[src/rtl/br_resolve_unit.sv]
// Branch resolution in AGEX: detects next-PC mispredicts and redirects fetch in the same cycle.
// It also queues predictor training records for FE and keeps saturating branch/mispredict counts.
//
// state  | meaning
// IDLE   | resolutions are accepted, enqueued and compared against the prediction
// SQUASH | wrong-path resolutions are dropped for SQUASH_CYCLES cycles after a redirect
module br_resolve_unit #(
  parameter int DBITS         = 32,
  parameter int PHT_IDX_BITS  = 8,
  parameter int FIFO_DEPTH    = 2,
  parameter int SQUASH_CYCLES = 2,
  parameter int CNT_BITS      = 32
) (
  input  logic                    clk,
  input  logic                    reset_n,
  input  logic                    res_valid,
  input  logic [DBITS-1:0]        res_pc,
  input  logic [DBITS-1:0]        res_pcplus,
  input  logic                    res_taken,
  input  logic [DBITS-1:0]        res_target,
  input  logic [DBITS-1:0]        res_pred_next_pc,
  input  logic [PHT_IDX_BITS-1:0] res_pht_index,
  output logic                    stall_out,
  output logic                    br_mispred_out,
  output logic [DBITS-1:0]        br_target_out,
  output logic                    upd_valid,
  input  logic                    upd_ready,
  output logic [DBITS-1:0]        upd_pc,
  output logic [DBITS-1:0]        upd_target,
  output logic [PHT_IDX_BITS-1:0] upd_pht_index,
  output logic                    upd_taken,
  output logic [CNT_BITS-1:0]     cnt_branches,
  output logic [CNT_BITS-1:0]     cnt_mispred
);

  localparam int PTR_W = (FIFO_DEPTH > 1) ? $clog2(FIFO_DEPTH) : 1;
  localparam int CNT_W = PTR_W + 1;
  localparam int SQ_W  = (SQUASH_CYCLES > 1) ? $clog2(SQUASH_CYCLES) : 1;

  typedef enum logic {IDLE, SQUASH} state_t;

  state_t                  state_q;
  logic [SQ_W-1:0]         squash_q;
  logic [PTR_W-1:0]        rd_ptr_q, wr_ptr_q;
  logic [CNT_W-1:0]        count_q, count_d;
  logic [CNT_BITS-1:0]     cnt_br_q, cnt_mis_q;

  logic [DBITS-1:0]        pc_mem  [FIFO_DEPTH];
  logic [DBITS-1:0]        tgt_mem [FIFO_DEPTH];
  logic [PHT_IDX_BITS-1:0] pht_mem [FIFO_DEPTH];
  logic                    tk_mem  [FIFO_DEPTH];

  logic [DBITS-1:0] correct_pc;
  logic             accept, mispredict, push, pop;

  // Stall depends only on registered state so FE's upd_ready never feeds back into AGEX.
  assign stall_out  = (count_q == CNT_W'(FIFO_DEPTH)) && (state_q == IDLE);
  assign correct_pc = res_taken ? res_target : res_pcplus;
  assign accept     = res_valid && !stall_out && (state_q == IDLE);
  assign mispredict = accept && (correct_pc != res_pred_next_pc);

  assign br_mispred_out = mispredict;
  assign br_target_out  = mispredict ? correct_pc : '0;

  assign upd_valid = (count_q != '0);
  assign push      = accept;
  assign pop       = upd_valid && upd_ready;

  assign upd_pc        = upd_valid ? pc_mem[rd_ptr_q]  : '0;
  assign upd_target    = upd_valid ? tgt_mem[rd_ptr_q] : '0;
  assign upd_pht_index = upd_valid ? pht_mem[rd_ptr_q] : '0;
  assign upd_taken     = upd_valid ? tk_mem[rd_ptr_q]  : 1'b0;

  assign cnt_branches = cnt_br_q;
  assign cnt_mispred  = cnt_mis_q;

  always_comb begin
    count_d = count_q;
    case ({push, pop})
      2'b10:   count_d = count_q + CNT_W'(1);
      2'b01:   count_d = count_q - CNT_W'(1);
      default: count_d = count_q;
    endcase
  end

  always_ff @(posedge clk or negedge reset_n) begin
    if (!reset_n) begin
      state_q  <= IDLE;
      squash_q <= '0;
    end else begin
      case (state_q)
        IDLE: begin
          if (mispredict) begin
            state_q  <= SQUASH;
            squash_q <= SQ_W'(SQUASH_CYCLES - 1);
          end
        end
        SQUASH: begin
          if (squash_q == '0) state_q <= IDLE;
          else                squash_q <= squash_q - SQ_W'(1);
        end
        default: state_q <= IDLE;
      endcase
    end
  end

  always_ff @(posedge clk or negedge reset_n) begin
    if (!reset_n) begin
      rd_ptr_q <= '0;
      wr_ptr_q <= '0;
      count_q  <= '0;
    end else begin
      if (push) wr_ptr_q <= wr_ptr_q + PTR_W'(1);
      if (pop)  rd_ptr_q <= rd_ptr_q + PTR_W'(1);
      count_q <= count_d;
    end
  end

  // Payload storage needs no reset: the head is masked by upd_valid.
  always_ff @(posedge clk) begin
    if (push) begin
      pc_mem[wr_ptr_q]  <= res_pc;
      tgt_mem[wr_ptr_q] <= res_target;
      pht_mem[wr_ptr_q] <= res_pht_index;
      tk_mem[wr_ptr_q]  <= res_taken;
    end
  end

  always_ff @(posedge clk or negedge reset_n) begin
    if (!reset_n) begin
      cnt_br_q  <= '0;
      cnt_mis_q <= '0;
    end else begin
      if (accept && (cnt_br_q != '1))      cnt_br_q  <= cnt_br_q + CNT_BITS'(1);
      if (mispredict && (cnt_mis_q != '1)) cnt_mis_q <= cnt_mis_q + CNT_BITS'(1);
    end
  end

endmodule
[config.mk]
export PLATFORM = sky130hd
export DESIGN_NAME = br_resolve_unit
export DESIGN_NICKNAME = d
export VERILOG_FILES = /design/src/rtl/br_resolve_unit.sv
export SDC_FILE = /design/constraint.sdc
export NUM_CORES = 1
export LEC_CHECK = 0
export BUFFER_PORTS_ARGS = -buffer_cell sky130_fd_sc_hd__buf_2
export CAP_MARGIN = 25
export CORE_MARGIN = 4
export CORE_UTILIZATION = 50
export CTS_CLUSTER_SIZE = 10
export DETAILED_ROUTE_END_ITERATION = 10
export GPL_ROUTABILITY_DRIVEN = 0
export PLACE_DENSITY = 0.79
export SLEW_MARGIN = 30
export SYNTH_ARGS = -nofsm -noshare
export SYNTH_HDL_FRONTEND = slang
export SYNTH_SLANG_ARGS = --single-unit
[constraint.sdc]
create_clock -name clk -period 8.25 [get_ports clk]
set_input_delay 0.4125 -clock clk [delete_from_list [all_inputs] [get_ports clk]]
set_output_delay 0.4125 -clock clk [all_outputs]
set_load 0.01 [all_outputs]
Word level (Yosys, flattened, before mapping)
Memories as Yosys holds them, arrays and structs flattened. Cells that the tools add are included.

Eq/ne operators: 7. Bitwise operators: 1. Reductions and logical operators: 10. $add $sub $neg: 7. Mux-type cells: 15.

Operators with widths (number): 2-to-1 mux 32 bit (4); adder 32 x 1 -> 32 bit, second input constant (2); != test 32 bit, second input constant (2); != test 32 bit (1); 2-to-1 mux 8 bit (1); logical AND 1 bit (7); 2-to-1 mux 1 bit (7); equality test 2 bit, second input constant (2); one-hot mux 1 bit (2 select lines) (2); one-hot mux 2 bit (2 select lines) (1); nonzero test 2 bit (2); adder 1 bit, second input constant (2); adder 2 x 1 -> 2 bit, second input constant (1); equality test 2 x 1 -> 1 bit, second input constant (1); != test 2 bit, second input constant (1); subtractor 2 x 1 -> 2 bit, second input constant (1); logical NOT 1 bit (1); inverter 1 bit (1); subtractor 1 bit, second input constant (1).

Memory bits (writable): 146. Register bits: 70. Word-level logic and storage cells: 51. Bits of input ports: 141. Memories kept: 4.

Memories: pc_mem (depth 2, bits a word 32, rd ports 1, clocked after memory_dff 0, write ports 1, RTL line 48) `logic [DBITS-1:0] pc_mem [FIFO_DEPTH];`; tgt_mem (depth 2, bits a word 32, rd ports 1, clocked after memory_dff 0, write ports 1, RTL line 49) `logic [DBITS-1:0] tgt_mem [FIFO_DEPTH];`; pht_mem (depth 2, bits a word 8, rd ports 1, clocked after memory_dff 0, write ports 1, RTL line 50) `logic [PHT_IDX_BITS-1:0] pht_mem [FIFO_DEPTH];`; tk_mem (depth 2, bits a word 1, rd ports 1, clocked after memory_dff 0, write ports 1, RTL line 51) `logic tk_mem [FIFO_DEPTH];`.

Depth between registers and ports, before layout
Gate-level depths: netlist (run 1).

Depth in word-level cells: 8. Depth in mapped cells: 10. Gate-level depth less buffers: 8.

Least setup slack after synthesis (run 1)
No wires, ideal clock.

Path type: register to register. Start point: register count_q[1]. End point: memory pc_mem[0][0], enable pin. Cell stages (with the launch flop): 5. Library setup time: 0.505 ns. Arrival time: 4.119 ns. Path slack: 3.626 ns. Clock period less this slack: 4.624 ns. Cell sequence: dfrtp_1 -> nor3b_1 -> nor3b_4 -> inv_2 -> nor2_1.

Cells in the longest elaborated chain, start to end: 7.

Ends and longest elaborated chain: start: declaration (RTL line 45) `logic [CNT_W-1:0] count_q, count_d;`; start signal: assignment (RTL line 115) `count_q <= count_d;`; equality test 2 bit (RTL line 57) `assign stall_out = (count_q == CNT_W'(FIFO_DEPTH)) && (state_q == IDLE);`; logical AND 1 bit (RTL line 57); net stall_out (RTL line 23) `output logic stall_out,`; logical NOT 1 bit (RTL line 59) `assign accept = res_valid && !stall_out && (state_q == IDLE);`; logical AND 1 bit (2 in a row) (RTL line 59); 2-to-1 mux 1 bit (RTL line 121) `if (push) begin`; 2-to-1 mux 1 bit (implied by the code) (RTL line 122) `pc_mem[wr_ptr_q] <= res_pc;`; end: declaration (RTL line 48).

The timed path passes the listed nets, and every way through them passes these cells.

Worst setup path in the final report (run 1)
Start point: input port res_taken. End point: output port br_target_out[27].

Cells in the longest elaborated chain, start to end: 4.

Ends and longest elaborated chain: start: declaration (RTL line 19) `input logic res_taken,`; 2-to-1 mux 32 bit * (RTL line 58) `assign correct_pc = res_taken ? res_target : res_pcplus;`; != test 32 bit (RTL line 60) `assign mispredict = accept && (correct_pc != res_pred_next_pc);`; logical AND 1 bit (RTL line 60); 2-to-1 mux 32 bit * (RTL line 63) `assign br_target_out = mispredict ? correct_pc : '0;`; end: declaration (RTL line 25) `output logic [DBITS-1:0] br_target_out,`.

Every way passes the cells marked *; elsewhere a longest branch is shown, timed or not.

==> results.yml, run 1 <==
placement:
  post_dp_cell_area_sq_mm: 0.01154
  placement_stage_worst_setup_slack_ns: 3.949
  hpwlAfterDp_um: 18490
  numPlacedInstances: 1290
  numPortBuffers: 312
setup_path:
  timing.critical_path.to: "br_target_out[27]"
  cp-startpoint: "res_taken"
  total_stage_count_of_the_critical_path: 10
  type_of_destination_of_the_critical_path: "primary output"
  critical_path.top_delay_family: "buffers and inverters"
  cp_slowest_cell: "mux2i_1"
  critical_path.cell_chain: "buf_4 > mux2i_1 > xnor2_1 > nor4_1 > nand4_1 > o21ai_4 > buf_8 > buf_16 > nor2_1 > buf_2"
  worstPathMaxFanout: 34
  reg2reg_slack_ns: 5.37
  reg2reg_capture_point: "pc_mem[0][18]"
  worstRegToRegCells: 5
  crit_path_start_kind: "primary input"
  worstPathRequired_ns: 7.84
  cp.arrival_ns: 3.71
  slowest_delay_ns: 0.68
  crit_buf_inv: 4
  worst-setup-path-type: "in2out"
  r2r_start: "count_q[1]"
pwr:
  part_of_the_total_power_dissipated_in_combinational_logic: 0.333
  power_switching_w: 0.001262
  clock_power_share: 0.260
  power.switching_fraction: 0.3395
  leakage_power_nw: 5.673
  ir_worst_vdd_v: 0.0001565
  internal-power_w: 0.002455
  power.share.sequential: 0.407
  power_density_mw_per_mm2: 303.1
yosys:
  asyncSetResetFlopFracSynth: 0.3241
  yosys.area_share.simple: 0.1398
  post_synth_mux_area_share: 0.1105
  synth.cell_area_sq_mm: 0.009648
  synth_fp_nets: 883
  yosys.area_share.adder: 0.003891
  syn_inst: 739
  avgSynthCellArea_sq_um: 13.06
  dominant_combinational_cell_family_by_area_after_synthesis: "simple AND/OR/NAND/NOR gates"
  postSynth.topFlopCell: "edfxtp_1"
  synth_sequential_area_ratio: 0.6360
  post_synth_num_cell_types: 34
  post_synthesis_compound_gate_area_fraction: 0.001427
  yosys.area_share.xor_xnor: 0.08987
  synth-edff-count: 146
  yosys_warnings: 0
  ys_ff_latch: 216
floorplanning:
  design.core.area_sq_mm: 0.01883
  design.portCount: 313
  full_die_area_sq_mm: 0.02158
  x_dimension_of_the_die_um: 146.9
  rows: 50
  die_h_um: 146.9
  floorplan.initialDensity: 0.5124
route:
  dr_wl_met3_um: 2425
  wl_met1_um: 9946
  wl_um: 25800
  vias_per_inst: 5.245
  route.antenna.remaining_nets: 0
  drtPass1Iterations: 4
  via_count: 7002
  avgRoutedWirePerCell_um: 19.32
  drc: 0
  drt_iter0_markers: 295
  highest-signal-layer: "met5"
  met2WireLength_um: 12860
worst_hold_path:
  worst_hold_path_type: "in2async"
sta:
  totalNegativeSetupSlack_ns: 0
  finalMaxSlewViolations: 0
  min_period_over_period: 0.4999
  holdWs_ns: -0.008304
  max_slew_margin: 0.4514
  number_of_hold_violations_in_the_final_report: 3
  layout_min_cycle_time_ns: 4.124
  setup_viol: 0
  final.setup.worst_slack_ns: 4.126
  worst-slew-pin-transition_ns: 0.8228
  setup_repair_after_global_routing_missed_its_margin: "no"
  maximum_clock_frequency_mhz: 242.5
  worst_clk_skew_ns: 0.006089
global_routing:
  globalRouteOverflowTotal: 0
  grt_antenna_before_repair: 7
  via_count_of_the_first_global_routing_pass: 7051
  first_pass_grt_wire_length_um: 39410
  globalRouteTotalUtil: 0.2301
  grt_max_degree: 71
layout:
  final_util: 0.6512
  layoutNonFillerInstCount: 1335
  layout-area-overhead-vs-synth_pct: 27.10
  layout_fillers: 1432
  layout-drive-gt1-share: 0.3343
  final_net_count: 1201
  post-route-cell-area_sq_mm: 0.01226
clock_tree:
  cts_root_buffer: "clkbuf_16"
  ctsHoldBuffers: 0
  clk_transition_reported_paths_ns: 0.05
  post-cts-setup-buffers: 0
  post_cts_resize_count: 0
  numCtsBuffers: 25
  cts_h_tree_depth: 1
  clock_insertion_delay_worst_skew_ns: 0.50
  numClockSinks: 216
  tritoncts_clock_tree: "done"
  clk_path_buf_depth: 3
run:
  drv_cap: 0
run_status:
  outcome: "complete, but fails checks"
  violations: "negative hold slack"
[flip-flops by register name (all words and copies together) (netlist names), 2 cells and up]
name          cells
pht_mem          16
pc_mem           64
cnt_mispred      32
count_q           2
tgt_mem          64
tk_mem            2
cnt_branches     32
[synth_stat cells (all sizes together) (4+ instances only)]
cell type	count	area share
edfxtp	146	0.45
nand2	30	0.012
and3	11	0.0071
dfrtp	70	0.18
nor3	20	0.011
and2	9	0.0058
mux2i	105	0.11
nor3b	8	0.0074
nor4	12	0.0093
nor4b	4	0.0036
xor2	43	0.039
buf	13	0.0092
nor2	128	0.050
clkbuf	16	0.0062
and4	7	0.0064
nand4	22	0.014
inv	8	0.0031
xnor2	56	0.051
nand3	23	0.012
[layout make-up]
type	count	area (sq um)	share of cell area
diodes	1	2.502	0.0002041
clock buffers	43	703.2	0.05734
clock inverters	1	8.758	0.0007142
inverters	8	30.03	0.002449
multi-input cells	486	3366	0.2745
flip-flops and latches	216	6140	0.5007
well taps	260	325.3	0.02653
repair buffers	320	1688	0.1376
[how the worst min path moves through the flow]
stage	start	end
after CTS	res_pht_index[3]	pht_mem[0][3]
after floorplan	reset_n	cnt_branches[0]
after global placement	squash_q	state_q
after detailed placement	cnt_branches[7]	cnt_branches[7]
after global routing	reset_n	cnt_branches[13]
final	reset_n	cnt_branches[13]
[worst register-to-register path: cells and delay by family, from the launching register on]
kind,cells,cell delay (ns)
buffers and inverters,2,0.84
DFF,1,0.42
and+or+nand+nor,3,1.24
[cells by family after synthesis]
group / Yosys count
AOI/OAI and AO/OA: 2
xor gates and xnor gates: 99
adders and majority gates: 3
buffers and inverters: 37
DFF: 216
muxes: 106
and+or+nand+nor: 276
[cells in the final DEF (no fill, tap or decap), types with 19 or more instances in the layout]
| master | instances |
|---|---|
| xnor2_1 | 56 |
| nand2_1 | 30 |
| xor2_1 | 43 |
| mux2i_1 | 105 |
| clkbuf_16 | 25 |
| dfrtp_1 | 69 |
| nor3_1 | 19 |
| nor2_1 | 124 |
| nand3_1 | 23 |
| nand4_1 | 22 |
| buf_2 | 311 |
| edfxtp_1 | 146 |
[power groups by stage]
| stage | clock, W | sequential [W] | combinational [W] |
|---|---|---|---|
| after floorplan | 0 | 0.00150 | 0.000735 |
| after global placement | 0 | 0.00152 | 0.00120 |
| after detailed placement | 0 | 0.00153 | 0.00125 |
| after CTS | 0.000986 | 0.00151 | 0.00125 |
| after global routing | 0.00103 | 0.00153 | 0.00134 |
| final | 0.000966 | 0.00151 | 0.00124 |
[through the flow]
stage | hold WS (ns) | power (W)
2_1_floorplan | 0.1169 | 0.002236
3_3_place_gp | 0.4604 | 0.002722
3_5_place_dp | 0.4731 | 0.002778
4_1_cts | 0.07806 | 0.003751
5_1_grt | 0.05268 | 0.003908
6_report | -0.008304 | 0.003717
[routing by layer]
metal	up-vias	global-route usage
li1	3270	-
met1	3381	0.2842
met2	294	0.3985
met3	45	0.07187
met4	12	0.05405
met5	-	0
No activity file was read; power rests on OpenSTA's default activity.
==> run 2, diff against run 1 <==
--- a/config.mk
+++ b/config.mk
@@ -5,6 +5,7 @@
 export SDC_FILE = /design/constraint.sdc
 export NUM_CORES = 1
 export LEC_CHECK = 0
+export ABC_AREA = 1
 export BUFFER_PORTS_ARGS = -buffer_cell sky130_fd_sc_hd__buf_2
 export CAP_MARGIN = 25
 export CORE_MARGIN = 4
@@ -12,7 +13,7 @@
 export CTS_CLUSTER_SIZE = 10
 export DETAILED_ROUTE_END_ITERATION = 10
 export GPL_ROUTABILITY_DRIVEN = 0
-export PLACE_DENSITY = 0.79
+export PLACE_DENSITY = 0.77
 export SLEW_MARGIN = 30
 export SYNTH_ARGS = -nofsm -noshare
 export SYNTH_HDL_FRONTEND = slang
==> constraint.sdc (replaced) <==
create_clock -name clk -period 3.8 [get_ports clk]
set_input_delay 0.19 -clock clk [delete_from_list [all_inputs] [get_ports clk]]
set_output_delay 0.19 -clock clk [all_outputs]
set_load 0.01 [all_outputs]
==> results.yml, run 2 <==
worst_hold_path:
  hold_path_startpoint: "upd_ready"
  worst_hold_path_type: "in2reg"
  sink_of_the_worst_hold_path: "rd_ptr_q"
  worstHoldPathCells: 4
setup_path:
  cp.arrival_ns: 2.73
  slowest_delay_ns: 0.45
  worstPathRequired_ns: 3.61
  type_of_destination_of_the_critical_path: "primary output"
  critical_path.cell_chain: "inv_1 > nand2_1 > nand3_1 > inv_2 > buf_4 > nand2_4 > a21oi_1 > buf_2"
  worst-setup-path-type: "reg2out"
  worstRegToRegCells: 9
  crit_buf_inv: 4
  crit_path_start_kind: "flop"
  reg2reg_capture_point: "cnt_mispred[19]"
  total_stage_count_of_the_critical_path: 8
  r2r_start: "cnt_mispred[0]"
  critical_path.top_delay_family: "buffers and inverters"
  reg2reg_slack_ns: 1.00
  cp_slowest_cell: "dfrtp_1"
  worstPathMaxFanout: 36
  cp-startpoint: "count_q[0]"
yosys:
  synth-edff-count: 146
  synth_fp_nets: 1411
  synth_top_area_share: 0.4012
  asyncSetResetFlopFracSynth: 0.3241
  avgSynthCellArea_sq_um: 8.625
  yosys_warnings: 0
  post_synth_num_cell_types: 30
  postSynth.topFlopCell: "edfxtp_1"
  yosysMostFrequentCell: "nand2_1"
  ys_ff_latch: 216
  synth.cell_area_sq_mm: 0.01093
  syn_inst: 1267
  synth.largest_area_cell: "edfxtp_1"
  synth.top_cells.by_count: "nand2_1 (522), edfxtp_1 (146), a21oi_1 (97)"
  netlist_top_cells_area: "edfxtp_1 (40%), nand2_1 (18%), dfrtp_1 (16%), a21oi_1 (4.4%), inv_1 (3.0%)"
  synth_sequential_area_ratio: 0.5615
floorplanning:
  rows: 53
  design.portCount: 313
  x_dimension_of_the_die_um: 155.8
  design.core.area_sq_mm: 0.02129
  full_die_area_sq_mm: 0.02428
  die_h_um: 155.8
  floorplan.initialDensity: 0.5134
clock_tree:
  post-cts-setup-buffers: 0
  clock_insertion_delay_worst_skew_ns: 0.52
  post_cts_resize_count: 0
  tritoncts_clock_tree: "done"
  numCtsBuffers: 26
  numClockSinks: 216
  clk_path_buf_depth: 3
  clk_transition_reported_paths_ns: 0.05
  cts_h_tree_depth: 1
  cts_root_buffer: "clkbuf_16"
sta:
  number_of_hold_violations_in_the_final_report: 0
  worst-slew-pin-transition_ns: 0.8459
  worst_clk_skew_ns: 0.01514
  min_period_over_period: 0.7696
  final.setup.worst_slack_ns: 0.8756
  finalMaxSlewViolations: 0
  layout_min_cycle_time_ns: 2.924
  holdWs_ns: 0.03544
  setup_repair_after_global_routing_missed_its_margin: "no"
  max_slew_margin: 0.4344
  maximum_clock_frequency_mhz: 341.9
  setup_viol: 0
global_routing:
  first_pass_grt_wire_length_um: 51520
  globalRouteOverflowTotal: 0
  via_count_of_the_first_global_routing_pass: 10160
  grt_max_degree: 75
  globalRouteTotalUtil: 0.2627
  grt_antenna_before_repair: 5
layout:
  post-route-cell-area_sq_mm: 0.01423
  most_frequent_cells_in_the_layout: "nand2_1 (522), buf_2 (312), edfxtp_1 (146)"
  layout-drive-gt1-share: 0.2232
  layout-area-overhead-vs-synth_pct: 30.20
  layout_top_registers: "pc_mem (64), tgt_mem (64)"
  final_net_count: 1788
  leading_cell_type_in_the_layout_fill_and_taps_excluded: "nand2_1"
route:
  via_count: 10290
  wl_um: 32560
  drtPass1Iterations: 8
  route.antenna.remaining_nets: 0
  drc: 0
  vias_per_inst: 5.305
  drt_iter0_markers: 773
  avgRoutedWirePerCell_um: 16.79
pwr:
  power_density_mw_per_mm2: 596.4
  fin_total_pwr_w: 0.008486
  power.switching_fraction: 0.3704
  power.share.sequential: 0.378
  internal-power_w: 0.005343
  part_of_the_total_power_dissipated_in_combinational_logic: 0.361
  power_switching_w: 0.003143
  leakage_power_nw: 6.775
  clock_power_share: 0.261
  ir_worst_vdd_v: 0.0004443
placement:
  numPortBuffers: 312
  hpwlAfterDp_um: 22450
  post_dp_cell_area_sq_mm: 0.01273
  placement_stage_worst_setup_slack_ns: 1.116
run:
  drv_cap: 0
run_status:
  outcome: "finished clean"
run 2: changes by cell type after synthesis, sizes merged, moves of 11 or more:
cell,previous run,this run
buf,13,25
nor2,128,83
mux2i,105,0
nand4,22,44
xnor2,56,23
a21oi,0,97
nand3b,0,21
nand3,23,39
inv,8,90
and3,11,0
o21ai,2,13
nand2,30,524
run 2: cell families after synthesis:
kind of cell,count (synthesis),synth area share
AOI/OAI and AO/OA,111,0.05107
adders and majority gates,3,0.003435
xor gates and xnor gates,57,0.04568
DFF,216,0.5615
buffers and inverters,140,0.05599
and+or+nand+nor,740,0.2823
run 2: tightest hold or removal path: cells and delay by family:
family	cells	cell delay (ns)
XOR/XNOR	1	0.12
buffers and inverters	2	0.13
AND/OR/NAND/NOR	1	0.06
run 2: worst max-delay path by stage:
stage	end	slack (ns)
2_1_floorplan	pc_mem[0][0]	-0.46
3_3_place_gp	cnt_mispred[19]	1.18
3_5_place_dp	cnt_mispred[19]	1.12
4_1_cts	br_target_out[18]	0.90
5_1_grt	cnt_mispred[6]	0.69
6_report	br_target_out[18]	0.88
run 2: final cells by class:
type                    count  area (sq um)
flip-flops and latches    216          6137
fillers                  1713          7058
repair buffers            399          2435
diodes                      2         5.005
clock buffers              43         734.5
multi-input cells         911          4203
inverters                  90         340.3
clock inverters             3         30.03
well taps                 275         344.1
run 2: power by group through the flow:
stage | clock, W | combinational, W | sequential [W]
floorplan | 0 | 0.00172 | 0.00327
global placement | 0 | 0.00296 | 0.00322
detailed placement | 0 | 0.00300 | 0.00324
CTS | 0.00226 | 0.00308 | 0.00320
global route | 0.00236 | 0.00336 | 0.00325
finish | 0.00221 | 0.00306 | 0.00321
run 2: through the flow:
stage | setup TNS, ns | utilization | std cells
3_5_place_dp | 0 | 0.5980 | 1818
3_3_place_gp | 0 | 0.5980 | 1818
5_1_grt | 0 | 0.6684 | 1939
6_report | 0 | 0.6684 | 1939
4_1_cts | 0 | 0.6682 | 1937
2_1_floorplan | -67.21 | - | 1267
run 2: timing repair:
action | in CTS | in global routing
hold endpoints to repair | 171 | 0
endpoints found under the setup margin | 0 | 0
hold buffers | 73 | 0
run 2: layer usage:
| metal | global-route usage | wire, um | vias up |
|---|---|---|---|
| li1 | - | - | 4923 |
| met5 | 0 | 32 | - |
| met4 | 0.1000 | 1253 | 6 |
| met2 | 0.4426 | 15600 | 521 |
| met1 | 0.3315 | 12730 | 4731 |
| met3 | 0.06075 | 2941 | 106 |
